==> src/rtl/timer_capture_pkg.sv <==
// Shared definitions for the timer input-capture unit.
//
// Contents:
//   - Timer width constants (TIMER_DATA_W, TIMER_VALUE_W).
//   - Capture width and default constants (CAPTURE_DATA_W, CAPTURE_LEVEL_W,
//     CAPTURE_EDGE_SEL_W, CAPTURE_FIFO_DEPTH_LOG2, CAPTURE_SYNC_STAGES).
//   - Edge-select encoding capture_edge_e: NONE=0, RISE=1, FALL=2, BOTH=3.
//   - edge_hits(): decides whether a detected rise/fall matches a selection.
package timer_capture_pkg;

  localparam int TIMER_DATA_W            = 32;
  localparam int TIMER_VALUE_W           = 2 * TIMER_DATA_W;

  localparam int CAPTURE_FIFO_DEPTH_LOG2 = 2;
  localparam int CAPTURE_SYNC_STAGES     = 2;
  localparam int CAPTURE_DATA_W          = TIMER_VALUE_W;
  localparam int CAPTURE_LEVEL_W         = CAPTURE_FIFO_DEPTH_LOG2 + 1;
  localparam int CAPTURE_EDGE_SEL_W      = 2;

  typedef enum logic [CAPTURE_EDGE_SEL_W-1:0] {
    CAPTURE_EDGE_NONE = 2'd0,
    CAPTURE_EDGE_RISE = 2'd1,
    CAPTURE_EDGE_FALL = 2'd2,
    CAPTURE_EDGE_BOTH = 2'd3
  } capture_edge_e;

  // True when the observed transition is one the selection asks for.
  function automatic logic edge_hits(capture_edge_e sel, logic rise, logic fall);
    logic want_rise;
    logic want_fall;
    want_rise = (sel == CAPTURE_EDGE_RISE) || (sel == CAPTURE_EDGE_BOTH);
    want_fall = (sel == CAPTURE_EDGE_FALL) || (sel == CAPTURE_EDGE_BOTH);
    return (rise && want_rise) || (fall && want_fall);
  endfunction

endpackage

==> src/rtl/timer_capture_if.sv <==
// Software-facing register bus of the timer input-capture unit.
//
// Parameters: DATA_W (timestamp is 2*DATA_W bits), FIFO_DEPTH_LOG2.
// Signals:
//   CAPTURE_ENABLE, CAPTURE_EDGE_SEL, CAPTURE_POP, CAPTURE_OVF_CLR,
//   CAPTURE_INTERRUPT_ENABLE                       -> driven by software (master)
//   CAPTURE_DATA, CAPTURE_EMPTY, CAPTURE_FULL, CAPTURE_LEVEL,
//   CAPTURE_OVERFLOW, CAPTURE_INTERRUPT            -> driven by the unit (slave)
//
// Handshake: the only transfer on this bus is the read of a timestamp.
// CAPTURE_EMPTY=0 is the "valid" for CAPTURE_DATA; the unit is always ready,
// so an entry is consumed on a rising clk edge where CAPTURE_POP=1 and
// CAPTURE_EMPTY=0. A pop strobe while CAPTURE_EMPTY=1 is ignored.
interface timer_capture_if
  import timer_capture_pkg::*;
#(
  parameter int DATA_W          = TIMER_DATA_W,
  parameter int FIFO_DEPTH_LOG2 = CAPTURE_FIFO_DEPTH_LOG2
);

  logic                          CAPTURE_ENABLE;
  logic [CAPTURE_EDGE_SEL_W-1:0] CAPTURE_EDGE_SEL;
  logic                          CAPTURE_POP;
  logic                          CAPTURE_OVF_CLR;
  logic                          CAPTURE_INTERRUPT_ENABLE;
  logic [2*DATA_W-1:0]           CAPTURE_DATA;
  logic                          CAPTURE_EMPTY;
  logic                          CAPTURE_FULL;
  logic [FIFO_DEPTH_LOG2:0]      CAPTURE_LEVEL;
  logic                          CAPTURE_OVERFLOW;
  logic                          CAPTURE_INTERRUPT;

  modport master (
    output CAPTURE_ENABLE,
    output CAPTURE_EDGE_SEL,
    output CAPTURE_POP,
    output CAPTURE_OVF_CLR,
    output CAPTURE_INTERRUPT_ENABLE,
    input  CAPTURE_DATA,
    input  CAPTURE_EMPTY,
    input  CAPTURE_FULL,
    input  CAPTURE_LEVEL,
    input  CAPTURE_OVERFLOW,
    input  CAPTURE_INTERRUPT
  );

  modport slave (
    input  CAPTURE_ENABLE,
    input  CAPTURE_EDGE_SEL,
    input  CAPTURE_POP,
    input  CAPTURE_OVF_CLR,
    input  CAPTURE_INTERRUPT_ENABLE,
    output CAPTURE_DATA,
    output CAPTURE_EMPTY,
    output CAPTURE_FULL,
    output CAPTURE_LEVEL,
    output CAPTURE_OVERFLOW,
    output CAPTURE_INTERRUPT
  );

endinterface

==> src/rtl/timer_capture_fifo.sv <==
// Show-ahead circular FIFO holding captured timestamps.
//
// Parameters: WIDTH (entry width), DEPTH_LOG2 (depth = 2**DEPTH_LOG2, >= 1).
// Ports:
//   clk, rst       clock, asynchronous active-low reset
//   push/push_data write request and data
//   pop            discard head entry (ignored when empty)
//   rd_data        head entry; when empty, the last popped (or reset) value
//   empty/full     status from the extra-MSB pointer compare
//   level          number of stored entries
//   ovf_pulse      high in a cycle where a push is dropped because full
module timer_capture_fifo
  import timer_capture_pkg::*;
#(
  parameter int WIDTH      = CAPTURE_DATA_W,
  parameter int DEPTH_LOG2 = CAPTURE_LEVEL_W - 1
) (
  input  logic                  clk,
  input  logic                  rst,
  input  logic                  push,
  input  logic [WIDTH-1:0]      push_data,
  input  logic                  pop,
  output logic [WIDTH-1:0]      rd_data,
  output logic                  empty,
  output logic                  full,
  output logic [DEPTH_LOG2:0]   level,
  output logic                  ovf_pulse
);

  localparam int DEPTH = 1 << DEPTH_LOG2;

  logic [WIDTH-1:0]    mem_q [DEPTH];
  logic [WIDTH-1:0]    last_q;
  logic [DEPTH_LOG2:0] wr_ptr_q;
  logic [DEPTH_LOG2:0] rd_ptr_q;
  logic                do_pop;
  logic                do_push;

  assign empty = (wr_ptr_q == rd_ptr_q);
  assign full  = (wr_ptr_q[DEPTH_LOG2] != rd_ptr_q[DEPTH_LOG2]) &&
                 (wr_ptr_q[DEPTH_LOG2-1:0] == rd_ptr_q[DEPTH_LOG2-1:0]);
  assign level = wr_ptr_q - rd_ptr_q;

  // A simultaneous pop frees the slot, so a push into a full FIFO still lands.
  assign do_pop    = pop && !empty;
  assign do_push   = push && (!full || do_pop);
  assign ovf_pulse = push && full && !do_pop;

  // While empty the head slot may hold stale data from an earlier lap, so the
  // last popped value is kept separately and shown instead.
  assign rd_data = empty ? last_q : mem_q[rd_ptr_q[DEPTH_LOG2-1:0]];

  always_ff @(posedge clk or negedge rst) begin
    if (!rst) begin
      for (int i = 0; i < DEPTH; i++) begin
        mem_q[i] <= '0;
      end
      last_q   <= '0;
      wr_ptr_q <= '0;
      rd_ptr_q <= '0;
    end else begin
      if (do_push) begin
        mem_q[wr_ptr_q[DEPTH_LOG2-1:0]] <= push_data;
        wr_ptr_q <= wr_ptr_q + 1'b1;
      end
      if (do_pop) begin
        last_q   <= mem_q[rd_ptr_q[DEPTH_LOG2-1:0]];
        rd_ptr_q <= rd_ptr_q + 1'b1;
      end
    end
  end

endmodule

==> src/rtl/timer_capture.sv <==
// Timer input-capture unit: timestamps edges of an asynchronous input with
// the live 64-bit timer count and queues the stamps for software.
//
// Parameters: DATA_W (timestamp is 2*DATA_W bits), FIFO_DEPTH_LOG2,
//             SYNC_STAGES (>= 2).
// Ports:
//   clk          system clock
//   rst          asynchronous active-low reset
//   TIMER_VALUE  live timer count to be sampled
//   CAPTURE_IN   external asynchronous event input
//   regs         software register bus (timer_capture_if.slave)
//
// Build option: define TIMER_CAPTURE_FILTER_EN to insert a glitch filter
// (FILTER_LEN=4 cycles of stability) between the synchronizer and the edge
// detector. Without it, edges are taken straight from the synchronizer.
module timer_capture
  import timer_capture_pkg::*;
#(
  parameter int DATA_W          = TIMER_DATA_W,
  parameter int FIFO_DEPTH_LOG2 = CAPTURE_FIFO_DEPTH_LOG2,
  parameter int SYNC_STAGES     = CAPTURE_SYNC_STAGES
) (
  input  logic                clk,
  input  logic                rst,
  input  logic [2*DATA_W-1:0] TIMER_VALUE,
  input  logic                CAPTURE_IN,
  timer_capture_if.slave      regs
);

  localparam int TS_W = 2 * DATA_W;

  logic [SYNC_STAGES-1:0]   sync_q;
  logic                     synced;
  logic                     det_level;
  logic                     prev_q;
  logic                     rise;
  logic                     fall;
  logic                     capture_event;
  logic [TS_W-1:0]          fifo_data;
  logic                     fifo_empty;
  logic                     fifo_full;
  logic [FIFO_DEPTH_LOG2:0] fifo_level;
  logic                     fifo_ovf;
  logic                     ovf_q;
  logic                     irq_q;

  // Synchronizer runs regardless of enable so the chain is always settled.
  always_ff @(posedge clk or negedge rst) begin
    if (!rst) begin
      sync_q <= '0;
    end else begin
      sync_q <= {sync_q[SYNC_STAGES-2:0], CAPTURE_IN};
    end
  end

  assign synced = sync_q[SYNC_STAGES-1];

`ifdef TIMER_CAPTURE_FILTER_EN
  localparam int FILTER_LEN = 4;
  localparam int FCNT_W     = $clog2(FILTER_LEN);

  logic              filt_q;
  logic [FCNT_W-1:0] fcnt_q;

  // fcnt_q counts consecutive cycles where the synchronized input disagrees
  // with the filtered level; any agreement restarts the count.
  always_ff @(posedge clk or negedge rst) begin
    if (!rst) begin
      filt_q <= 1'b0;
      fcnt_q <= '0;
    end else if (synced == filt_q) begin
      fcnt_q <= '0;
    end else if (fcnt_q == FCNT_W'(FILTER_LEN - 1)) begin
      filt_q <= synced;
      fcnt_q <= '0;
    end else begin
      fcnt_q <= fcnt_q + 1'b1;
    end
  end

  assign det_level = filt_q;
`else
  assign det_level = synced;
`endif

  always_ff @(posedge clk or negedge rst) begin
    if (!rst) begin
      prev_q <= 1'b0;
    end else begin
      prev_q <= det_level;
    end
  end

  assign rise = det_level && !prev_q;
  assign fall = !det_level && prev_q;

  // TIMER_VALUE in the event cycle becomes the stored stamp at the next edge.
  assign capture_event = regs.CAPTURE_ENABLE &&
                         edge_hits(capture_edge_e'(regs.CAPTURE_EDGE_SEL), rise, fall);

  timer_capture_fifo #(
    .WIDTH      (TS_W),
    .DEPTH_LOG2 (FIFO_DEPTH_LOG2)
  ) u_fifo (
    .clk       (clk),
    .rst       (rst),
    .push      (capture_event),
    .push_data (TIMER_VALUE),
    .pop       (regs.CAPTURE_POP),
    .rd_data   (fifo_data),
    .empty     (fifo_empty),
    .full      (fifo_full),
    .level     (fifo_level),
    .ovf_pulse (fifo_ovf)
  );

  // Overflow is sticky; a drop in the same cycle as a clear keeps it set.
  always_ff @(posedge clk or negedge rst) begin
    if (!rst) begin
      ovf_q <= 1'b0;
      irq_q <= 1'b0;
    end else begin
      if (fifo_ovf) begin
        ovf_q <= 1'b1;
      end else if (regs.CAPTURE_OVF_CLR) begin
        ovf_q <= 1'b0;
      end
      irq_q <= regs.CAPTURE_INTERRUPT_ENABLE && !fifo_empty;
    end
  end

  assign regs.CAPTURE_DATA      = fifo_data;
  assign regs.CAPTURE_EMPTY     = fifo_empty;
  assign regs.CAPTURE_FULL      = fifo_full;
  assign regs.CAPTURE_LEVEL     = fifo_level;
  assign regs.CAPTURE_OVERFLOW  = ovf_q;
  assign regs.CAPTURE_INTERRUPT = irq_q;

endmodule

==> src/flat_wrapper.sv <==
// flat-port wrapper written by rule: the top's interface ports become plain ports
module timer_capture_flat import timer_capture_pkg::*;
#(
  parameter int DATA_W          = TIMER_DATA_W,
  parameter int FIFO_DEPTH_LOG2 = CAPTURE_FIFO_DEPTH_LOG2,
  parameter int SYNC_STAGES     = CAPTURE_SYNC_STAGES
)
  (clk, rst, TIMER_VALUE, CAPTURE_IN, regs_CAPTURE_ENABLE, regs_CAPTURE_EDGE_SEL, regs_CAPTURE_POP, regs_CAPTURE_OVF_CLR, regs_CAPTURE_INTERRUPT_ENABLE, regs_CAPTURE_DATA, regs_CAPTURE_EMPTY, regs_CAPTURE_FULL, regs_CAPTURE_LEVEL, regs_CAPTURE_OVERFLOW, regs_CAPTURE_INTERRUPT);
  timer_capture_if #(.DATA_W(DATA_W), .FIFO_DEPTH_LOG2(FIFO_DEPTH_LOG2)) regs_i ();
  input  logic clk;
  input  logic rst;
  input  logic [2*DATA_W-1:0] TIMER_VALUE;
  input  logic CAPTURE_IN;
  input wire logic [$bits(regs_i.CAPTURE_ENABLE)-1:0] regs_CAPTURE_ENABLE;
  input wire logic [$bits(regs_i.CAPTURE_EDGE_SEL)-1:0] regs_CAPTURE_EDGE_SEL;
  input wire logic [$bits(regs_i.CAPTURE_POP)-1:0] regs_CAPTURE_POP;
  input wire logic [$bits(regs_i.CAPTURE_OVF_CLR)-1:0] regs_CAPTURE_OVF_CLR;
  input wire logic [$bits(regs_i.CAPTURE_INTERRUPT_ENABLE)-1:0] regs_CAPTURE_INTERRUPT_ENABLE;
  output wire logic [$bits(regs_i.CAPTURE_DATA)-1:0] regs_CAPTURE_DATA;
  output wire logic [$bits(regs_i.CAPTURE_EMPTY)-1:0] regs_CAPTURE_EMPTY;
  output wire logic [$bits(regs_i.CAPTURE_FULL)-1:0] regs_CAPTURE_FULL;
  output wire logic [$bits(regs_i.CAPTURE_LEVEL)-1:0] regs_CAPTURE_LEVEL;
  output wire logic [$bits(regs_i.CAPTURE_OVERFLOW)-1:0] regs_CAPTURE_OVERFLOW;
  output wire logic [$bits(regs_i.CAPTURE_INTERRUPT)-1:0] regs_CAPTURE_INTERRUPT;
  assign regs_i.CAPTURE_ENABLE = regs_CAPTURE_ENABLE;
  assign regs_i.CAPTURE_EDGE_SEL = regs_CAPTURE_EDGE_SEL;
  assign regs_i.CAPTURE_POP = regs_CAPTURE_POP;
  assign regs_i.CAPTURE_OVF_CLR = regs_CAPTURE_OVF_CLR;
  assign regs_i.CAPTURE_INTERRUPT_ENABLE = regs_CAPTURE_INTERRUPT_ENABLE;
  assign regs_CAPTURE_DATA = regs_i.CAPTURE_DATA;
  assign regs_CAPTURE_EMPTY = regs_i.CAPTURE_EMPTY;
  assign regs_CAPTURE_FULL = regs_i.CAPTURE_FULL;
  assign regs_CAPTURE_LEVEL = regs_i.CAPTURE_LEVEL;
  assign regs_CAPTURE_OVERFLOW = regs_i.CAPTURE_OVERFLOW;
  assign regs_CAPTURE_INTERRUPT = regs_i.CAPTURE_INTERRUPT;
  timer_capture #(.DATA_W(DATA_W), .FIFO_DEPTH_LOG2(FIFO_DEPTH_LOG2), .SYNC_STAGES(SYNC_STAGES)) u_core (.clk(clk), .rst(rst), .TIMER_VALUE(TIMER_VALUE), .CAPTURE_IN(CAPTURE_IN), .regs(regs_i));
endmodule
==> config.mk <==
export PLATFORM = sky130hd
export DESIGN_NAME = timer_capture_flat
export DESIGN_NICKNAME = d
export VERILOG_FILES = /design/src/rtl/timer_capture_pkg.sv /design/src/rtl/timer_capture_if.sv /design/src/rtl/timer_capture_fifo.sv /design/src/rtl/timer_capture.sv /design/src/flat_wrapper.sv
export SDC_FILE = /design/constraint.sdc
export NUM_CORES = 1
export LEC_CHECK = 0
export CORE_AREA = 2 2 198 200
export CTS_CLUSTER_DIAMETER = 60
export DETAILED_ROUTE_END_ITERATION = 8
export DIE_AREA = 0 0 200 202
export PLACE_DENSITY_LB_ADDON = 0.2
export SYNTH_ARGS = -nofsm -noshare
export SYNTH_HDL_FRONTEND = slang
export SYNTH_SLANG_ARGS = --single-unit
==> constraint.sdc <==
create_clock -name clk -period 3.1 [get_ports clk]
set_clock_uncertainty 0.05 [all_clocks]
set_input_delay 0.465 -clock clk [delete_from_list [all_inputs] [get_ports clk]]
set_output_delay 0.465 -clock clk [all_outputs]
set_load 0.005 [all_outputs]
==> flow_summary_export.csv, run 1 <==
group,metric,value,unit
run_status,run_status,"complete, but fails checks",
run_status,failed_checks,"negative setup slack",
floorplan,die_boundary_width,200,um
sta,setup_ws,-0.0101,ns
yosys,asyncSetResetFlopFracSynth,100,%
sta,finalCritPeriodShare,100,%
sta,worst_slew_pin_slew,0.962,ns
clocking,cts_tree,"done",
yosys,synth.most_common_cell,"dfrtp_1",
yosys,synth_cell_type_count,26,
final_layout,layout.core_utilization,64.7,%
sta,final_period_minus_worst_setup_slack,3.11,ns
clocking,clock_root_buffer,"clkbuf_16",
drt,vias_per_inst,6.81,
final_layout,post-route-cell-area,24800,um^2
clocking,numClockSinks,331,
power,power.density,946,nW/um^2
global_route,grt_use_met3,4.57,%
floorplan,boundaryPins,144,
place,placement.cell_area,22600,um^2
drt,dr_total_vias,18400,
yosys,number_of_enable_flip_flop_cells_after_synthesis,0,
clocking,worst_setup_hold_path_clk_slew,0.06,ns
yosys,post_synth_instance_area,20500,um^2
global_route,antenna_found_initial,1,
clocking,h-tree-depth,2,
clocking,total_cts_buffers,40,
drt,detail_route.drc_violations,0,
sta,final_hold_viol_count,0,
place,io_buffers,143,
global_route,grtUsageTotal,31.0,%
critical_path,crit_path_max_fanout,9,
sta,unrepaired_setup_endpoints_after_global_routing,"true",
floorplan,initial_utilization,53.6,%
yosys,synthDominantAreaCellType,"dfrtp_1",
floorplan,design.core.area,38300,um^2
run,maxCapViolations,0,
power,vdd_ir_drop_max,1310,uV
yosys,postSynthCellCount,2098,
final_layout,final_nets,2236,
yosys,synth_warnings,0,
critical_path,critical_path.startpoint_type,"flip-flop",
global_route,globalRouteMet2Util,48.8,%
critical_path,crit_path_end_kind,"output port",
final_layout,area_growth,20.6,%
yosys,synth_largest_type_area_fraction,40.3,%
critical_path,criticalPathCategory,"flip-flop to output port",
drt,drt_iter0_drc,2096,
sta,number_of_pins_exceeding_their_max_slew_limit_in_the_final_report,0,
clocking,clock_path_buffers,3,
floorplan,floorplan.die_area,40400,um^2
yosys,synth-main-ff-cell,"dfrtp_1",
critical_path,cp.arrival,2.60,ns
drt,wl_per_cell,23.1,um
global_route,met1_usage,44.2,%
yosys,ys_top_cells_by_area,"dfrtp_1, a41oi_1, o211ai_1",
global_route,most_crowded_layer_gr,"met2",
drt,drt_first_pass_iters,5,
place,numPlacedInstances,2568,
critical_path,critPathRequiredTime,2.58,ns
yosys,synth_common_cells,"dfrtp_1, nand2_1, o211ai_1",
drt,totalWireLength,62400,um
yosys,postSynthRegisterBits,331,
yosys,postSynthNetCount,2179,
power,leakage_component_of_the_power,8.69,nW
global_route,number_of_global_route_vias_before_repair,18200,
final_layout,drive_gt1_share,16.4,%
yosys,synth_sequential_area_ratio,40.3,%
place,detailed_place_hpwl,32100,um
floorplan,floorplan.rows,72,
worst_hold_path,worst_hold_path_type,"flip-flop to flip-flop",
sta,setup_violations,1,
global_route,largest_net_degree_at_the_start_of_global_routing,174,
floorplan,fp.dieH,202,um
sta,slew_headroom,35.9,%
drt,route.antenna.remaining_nets,0,
final_layout,non_filler_instance_count_after_layout,2701,
clocking,clkLatencyLatePin,0.55,ns
global_route,globalRouteOverflowTotal,0,
global_route,global_route_wire_length_before_repair,101000,um
place,gp_congestion,0.735,
sta,maxClockFrequency,322,MHz
yosys,post_synth.cell_area_avg,9.79,um^2
## final cells by class
cell class	instances	area (um^2)
Fill cell	3015	13500
Multi-Input combinational cell	1506	11400
Sequential cell	331	8290
Timing Repair Buffer	268	3120
Clock buffer	61	1210
Tap cell	518	648
Clock inverter	8	76.3
Inverter	8	35.0
Antenna cell	1	2.50
## through the flow
stage	total power [mW]	worst slack, ns	setup TNS (ns)	hold WS, ns
final	23.4	-0.0101	-0.0101	0.289
after global routing	24.8	-0.0433	-0.115	0.315
after CTS	22.7	-0.0602	-0.394	0.301
after detailed placement	17.2	0.194	0	0.294
after global placement	16.8	0.255	0	0.285
after floorplan	13.6	0.0190	0	0.119
## registers in the layout, indices dropped and copies added, names as in the netlist
register and cells:
u_core.prev_q 1, u_core.u_fifo.last_q 64, u_core.u_fifo.wr_ptr_q 3, u_core.u_fifo.mem_q 256, u_core.sync_q 2, u_core.regs.CAPTURE_OVERFLOW 1, u_core.u_fifo.rd_ptr_q 3, u_core.regs.CAPTURE_INTERRUPT 1
## final timing paths
path,start,end,slack [ns],depth (start not counted)
setup / recovery,u_core.u_fifo.rd_ptr_q[0],regs_CAPTURE_DATA[9],-0.01,6
hold / removal,u_core.sync_q[0],u_core.sync_q[1],0.29,0
setup reg to reg,u_core.u_fifo.rd_ptr_q[0],u_core.u_fifo.mem_q[37],0.14,7
hold reg to reg,u_core.sync_q[0],u_core.sync_q[1],0.29,0
max in group asynchronous,rst,u_core.u_fifo.last_q[36],1.59,3
min in group asynchronous,rst,u_core.u_fifo.mem_q[199],0.45,2
## layer usage
| metal | part of all wire (%) | vias to the layer above | wire length (um) |
|---|---|---|---|
| met1 | 43 | 9416 | 26800 |
| met4 | 2.1 | 0 | 1300 |
| met3 | 6.7 | 78 | 4180 |
| met2 | 48 | 773 | 30100 |
| li1 | - | 8131 | - |
| met5 | 0 | - | 0 |
## cell usage in the layout (no fill, tap or decap), types with 6 or more instances in the layout
cell / instances
nor2b_1: 257
a41oi_1: 257
clkbuf_1: 9
dlygate4sd2_1: 52
inv_1: 6
ha_4: 6
clkbuf_16: 41
mux2_1: 40
clkdlybuf4s50_1: 78
dlymetal6s2s_1: 9
mux2_4: 6
buf_12: 44
buf_16: 10
clkbuf_8: 11
dfrtp_1: 328
nand2_1: 258
mux2_2: 84
buf_4: 60
mux4_2: 64
o211ai_1: 258
buf_6: 10
nand3_1: 257
## worst max-delay path: stages, from the launching register on
cell             delay, ns
dfrtp_4               0.52
ha_4                  0.30
and2_4                0.18
nand2_8               0.11
buf_12                0.19
mux2_2                0.29
clkdlybuf4s50_1       0.44
## power by group
group	total [mW]	internal, mW	switching, mW
sequential	5.83	5.14	0.691
clock	4.69	2.77	1.92
combinational	12.9	5.61	7.31
## cells by family (layout without fill, tap and decap cells)
group	Yosys count	count (layout)	share of synthesized area, %
buffers and inverters	261	345	5.08
adder cells (fa/ha/maj)	8	8	0.524
flip-flops	331	331	40.3
AO/OA/AOI/OAI	518	518	20.5
AND/OR/NAND/NOR	780	780	19.1
other	0	1	0
XOR/XNOR	6	6	0.293
multiplexers	194	194	14.2
## what timing repair did
action                                  in CTS  in global routing
hold buffers                                 1                  0
gates resized for setup                     78                 26
endpoints found under the setup margin      66                 91
cloned                                       9                  0
hold endpoints to repair                    63                  0
setup buffers                               19                 34
Power figures use the tool's default switching activity.
==> inputs of run 2 (changes only) <==
--- a/config.mk
+++ b/config.mk
@@ -5,11 +5,12 @@
 export SDC_FILE = /design/constraint.sdc
 export NUM_CORES = 1
 export LEC_CHECK = 0
-export CORE_AREA = 2 2 198 200
+export CORE_AREA = 2 2 185 187
 export CTS_CLUSTER_DIAMETER = 60
 export DETAILED_ROUTE_END_ITERATION = 8
-export DIE_AREA = 0 0 200 202
+export DIE_AREA = 0 0 187 189
 export PLACE_DENSITY_LB_ADDON = 0.2
+export REMOVE_ABC_BUFFERS = 1
 export SYNTH_ARGS = -nofsm -noshare
 export SYNTH_HDL_FRONTEND = slang
 export SYNTH_SLANG_ARGS = --single-unit
==> constraint.sdc (replaced) <==
create_clock -name clk -period 3.6 [get_ports clk]
set_clock_uncertainty 0.05 [all_clocks]
set_input_delay 0.54 -clock clk [delete_from_list [all_inputs] [get_ports clk]]
set_output_delay 0.54 -clock clk [all_outputs]
set_load 0.01 [all_outputs]
==> flow_summary_export.csv, run 2 (same netlist as run 1, synthesis figures left out) <==
group,metric,value,unit
run_status,run_status,"finished, final reports clean",
worst_hold_path,worst_hold_path_type,"flip-flop to flip-flop",
power,leakage_component_of_the_power,8.18,nW
critical_path,regToRegEndpoint,"u_core.u_fifo.mem_q[51]",
final_layout,final_common_cell,"dfrtp_1",
sta,number_of_pins_exceeding_their_max_slew_limit_in_the_final_report,0,
drt,drt_first_pass_iters,9,
drt,vias_per_inst,7.13,
drt,totalWireLength,57100,um
final_layout,area_growth,14.9,%
final_layout,post-route-cell-area,23600,um^2
critical_path,criticalPathCategory,"flip-flop to output port",
floorplan,die_boundary_width,187,um
place,gp_congestion,0.786,
critical_path,worstReg2RegStart,"u_core.u_fifo.wr_ptr_q[0]",
sta,worst_slew_pin_slew,1.25,ns
drt,detail_route.drc_violations,0,
power,vdd_ir_drop_max,1520,uV
sta,final_hold_viol_count,0,
final_layout,max_flop_register,"u_core.u_fifo.mem_q",
place,detailed_place_hpwl,30800,um
drt,route.antenna.remaining_nets,0,
power,switching_share,42.8,%
worst_hold_path,min_from,"u_core.sync_q[0]",
sta,final_period_minus_worst_setup_slack,3.50,ns
run,maxCapViolations,0,
floorplan,floorplan.rows,67,
place,placement.cell_area,22300,um^2
sta,finalCritPeriodShare,97.2,%
floorplan,floorplan.die_area,35300,um^2
final_layout,largestRegisters,"u_core.u_fifo.mem_q x256, u_core.u_fifo.last_q x64",
clocking,numClockSinks,331,
clocking,cts_tree,"done",
sta,slew_headroom,16.9,%
global_route,global_route_wire_length_before_repair,95900,um
power,seq_power_share,26.8,%
power,p_sw,8.03,mW
clocking,post_cts_buffers,0,
critical_path,reg2regPathDepth,7,
clocking,clkLatencyLatePin,0.53,ns
power,fin_total_pwr,18.7,mW
sta,setup_violations,0,
clocking,total_cts_buffers,39,
drt,drt_iter0_drc,2299,
global_route,grtUsageTotal,32.5,%
drt,dr_total_vias,18200,
global_route,antenna_found_initial,1,
sta,unrepaired_setup_endpoints_after_global_routing,"false",
clocking,clock_path_buffers,3,
power,power.share.clock,20.9,%
floorplan,boundaryPins,144,
critical_path,timing.reg2reg.setup_slack,0.62,ns
final_layout,n_fill_cell,2466,
sta,hold_slack,0.321,ns
place,pre_cts_slack,0.389,ns
final_layout,register_area,8290,um^2
worst_hold_path,number_of_cells_on_the_worst_hold_path,0,
final_layout,multiInputGateArea,11300,um^2
drt,wl_per_cell,22.4,um
clocking,worst_setup_hold_path_clk_slew,0.06,ns
final_layout,layout.cells.most_common_list,"dfrtp_1, o211ai_1, nand2_1",
power,combinationalPowerShare,52.3,%
power,cellInternalPower,10.7,mW
clocking,h-tree-depth,2,
clocking,clock_root_buffer,"clkbuf_16",
sta,setup_ws,0.100,ns
final_layout,final_nets,2159,
place,io_buffers,143,
final_layout,drive_gt1_share,13.0,%
floorplan,design.core.area,33300,um^2
floorplan,fp.dieH,189,um
global_route,largest_net_degree_at_the_start_of_global_routing,247,
sta,maxClockFrequency,286,MHz
critical_path,crit_path_end_kind,"output port",
sta,setup_total_negative_slack,0,ns
global_route,globalRouteOverflowTotal,0,
final_layout,largest_register_ffs,256,
floorplan,initial_utilization,61.7,%
worst_hold_path,hold_path_end,"u_core.sync_q[1]",
critical_path,critical_path.startpoint_type,"flip-flop",
global_route,number_of_global_route_vias_before_repair,17700,
critical_path,cp.arrival,2.91,ns
critical_path,critPathRequiredTime,3.01,ns
critical_path,crit_path_max_fanout,35,
power,power.density,794,nW/um^2
## run 2: critical path: stages (launching register included)
cell             delay, ns
dfrtp_2               0.47
inv_1                 0.21
ha_1                  0.32
and2_4                0.18
nand2_4               0.09
buf_12                0.22
mux2_2                0.37
clkdlybuf4s50_1       0.49
## run 2: worst max-delay path by stage
stage / startpoint / to / slack [ns] / cells past startpoint
finish: u_core.u_fifo.wr_ptr_q[0] / regs_CAPTURE_DATA[19] / 0.10 / 7
detailed placement: u_core.u_fifo.wr_ptr_q[0] / regs_CAPTURE_DATA[47] / 0.39 / 7
global placement: u_core.u_fifo.wr_ptr_q[0] / regs_CAPTURE_DATA[56] / 0.49 / 7
floorplan: u_core.u_fifo.rd_ptr_q[0] / regs_CAPTURE_DATA[0] / -8.10 / 4
global route: u_core.u_fifo.wr_ptr_q[0] / regs_CAPTURE_DATA[46] / 0.01 / 7
CTS: u_core.u_fifo.wr_ptr_q[0] / regs_CAPTURE_DATA[47] / 0.07 / 7
## run 2: stage by stage
step,instances,util [%]
final,2553,70.9
after global routing,2553,70.9
after CTS,2552,70.9
after detailed placement,2484,67.0
after global placement,2484,67.0
after floorplan,1845,-
## run 2: routing by layer
metal  up-vias  part of all wire, %  track usage, %
met1      9222                   42            46.9
met5         -                    0               0
li1       7976                    -               -
met2       894                   48            51.0
met4         0                  2.4            10.5
met3       112                  7.9            4.76
## run 2: power by group through the flow
stage          Sequential [mW]  Combinational (mW)  Clock, mW
6_report                  5.03                9.79       3.92
5_1_grt                   5.13                10.7       4.13
4_1_cts                   5.00                9.69       3.95
3_5_place_dp              5.06                9.62          0
3_3_place_gp              4.99                9.34          0
2_1_floorplan             5.06                5.75          0
## run 2: area by class of cell
type | instances | share of cell area [%]
Sequential cell | 331 | 35.1
Multi-Input combinational cell | 1506 | 47.9
Tap cell | 448 | 2.38
Clock inverter | 8 | 0.318
Inverter | 8 | 0.148
Antenna cell | 1 | 0.0106
Clock buffer | 59 | 5.02
Timing Repair Buffer | 192 | 9.09
## run 2: repair_timing
action / CTS / global route
setup endpoints to repair: 64 / 16
hold buffers: 1 / 0
gates resized for setup: 5 / 2
hold endpoints to repair: 18 / 0
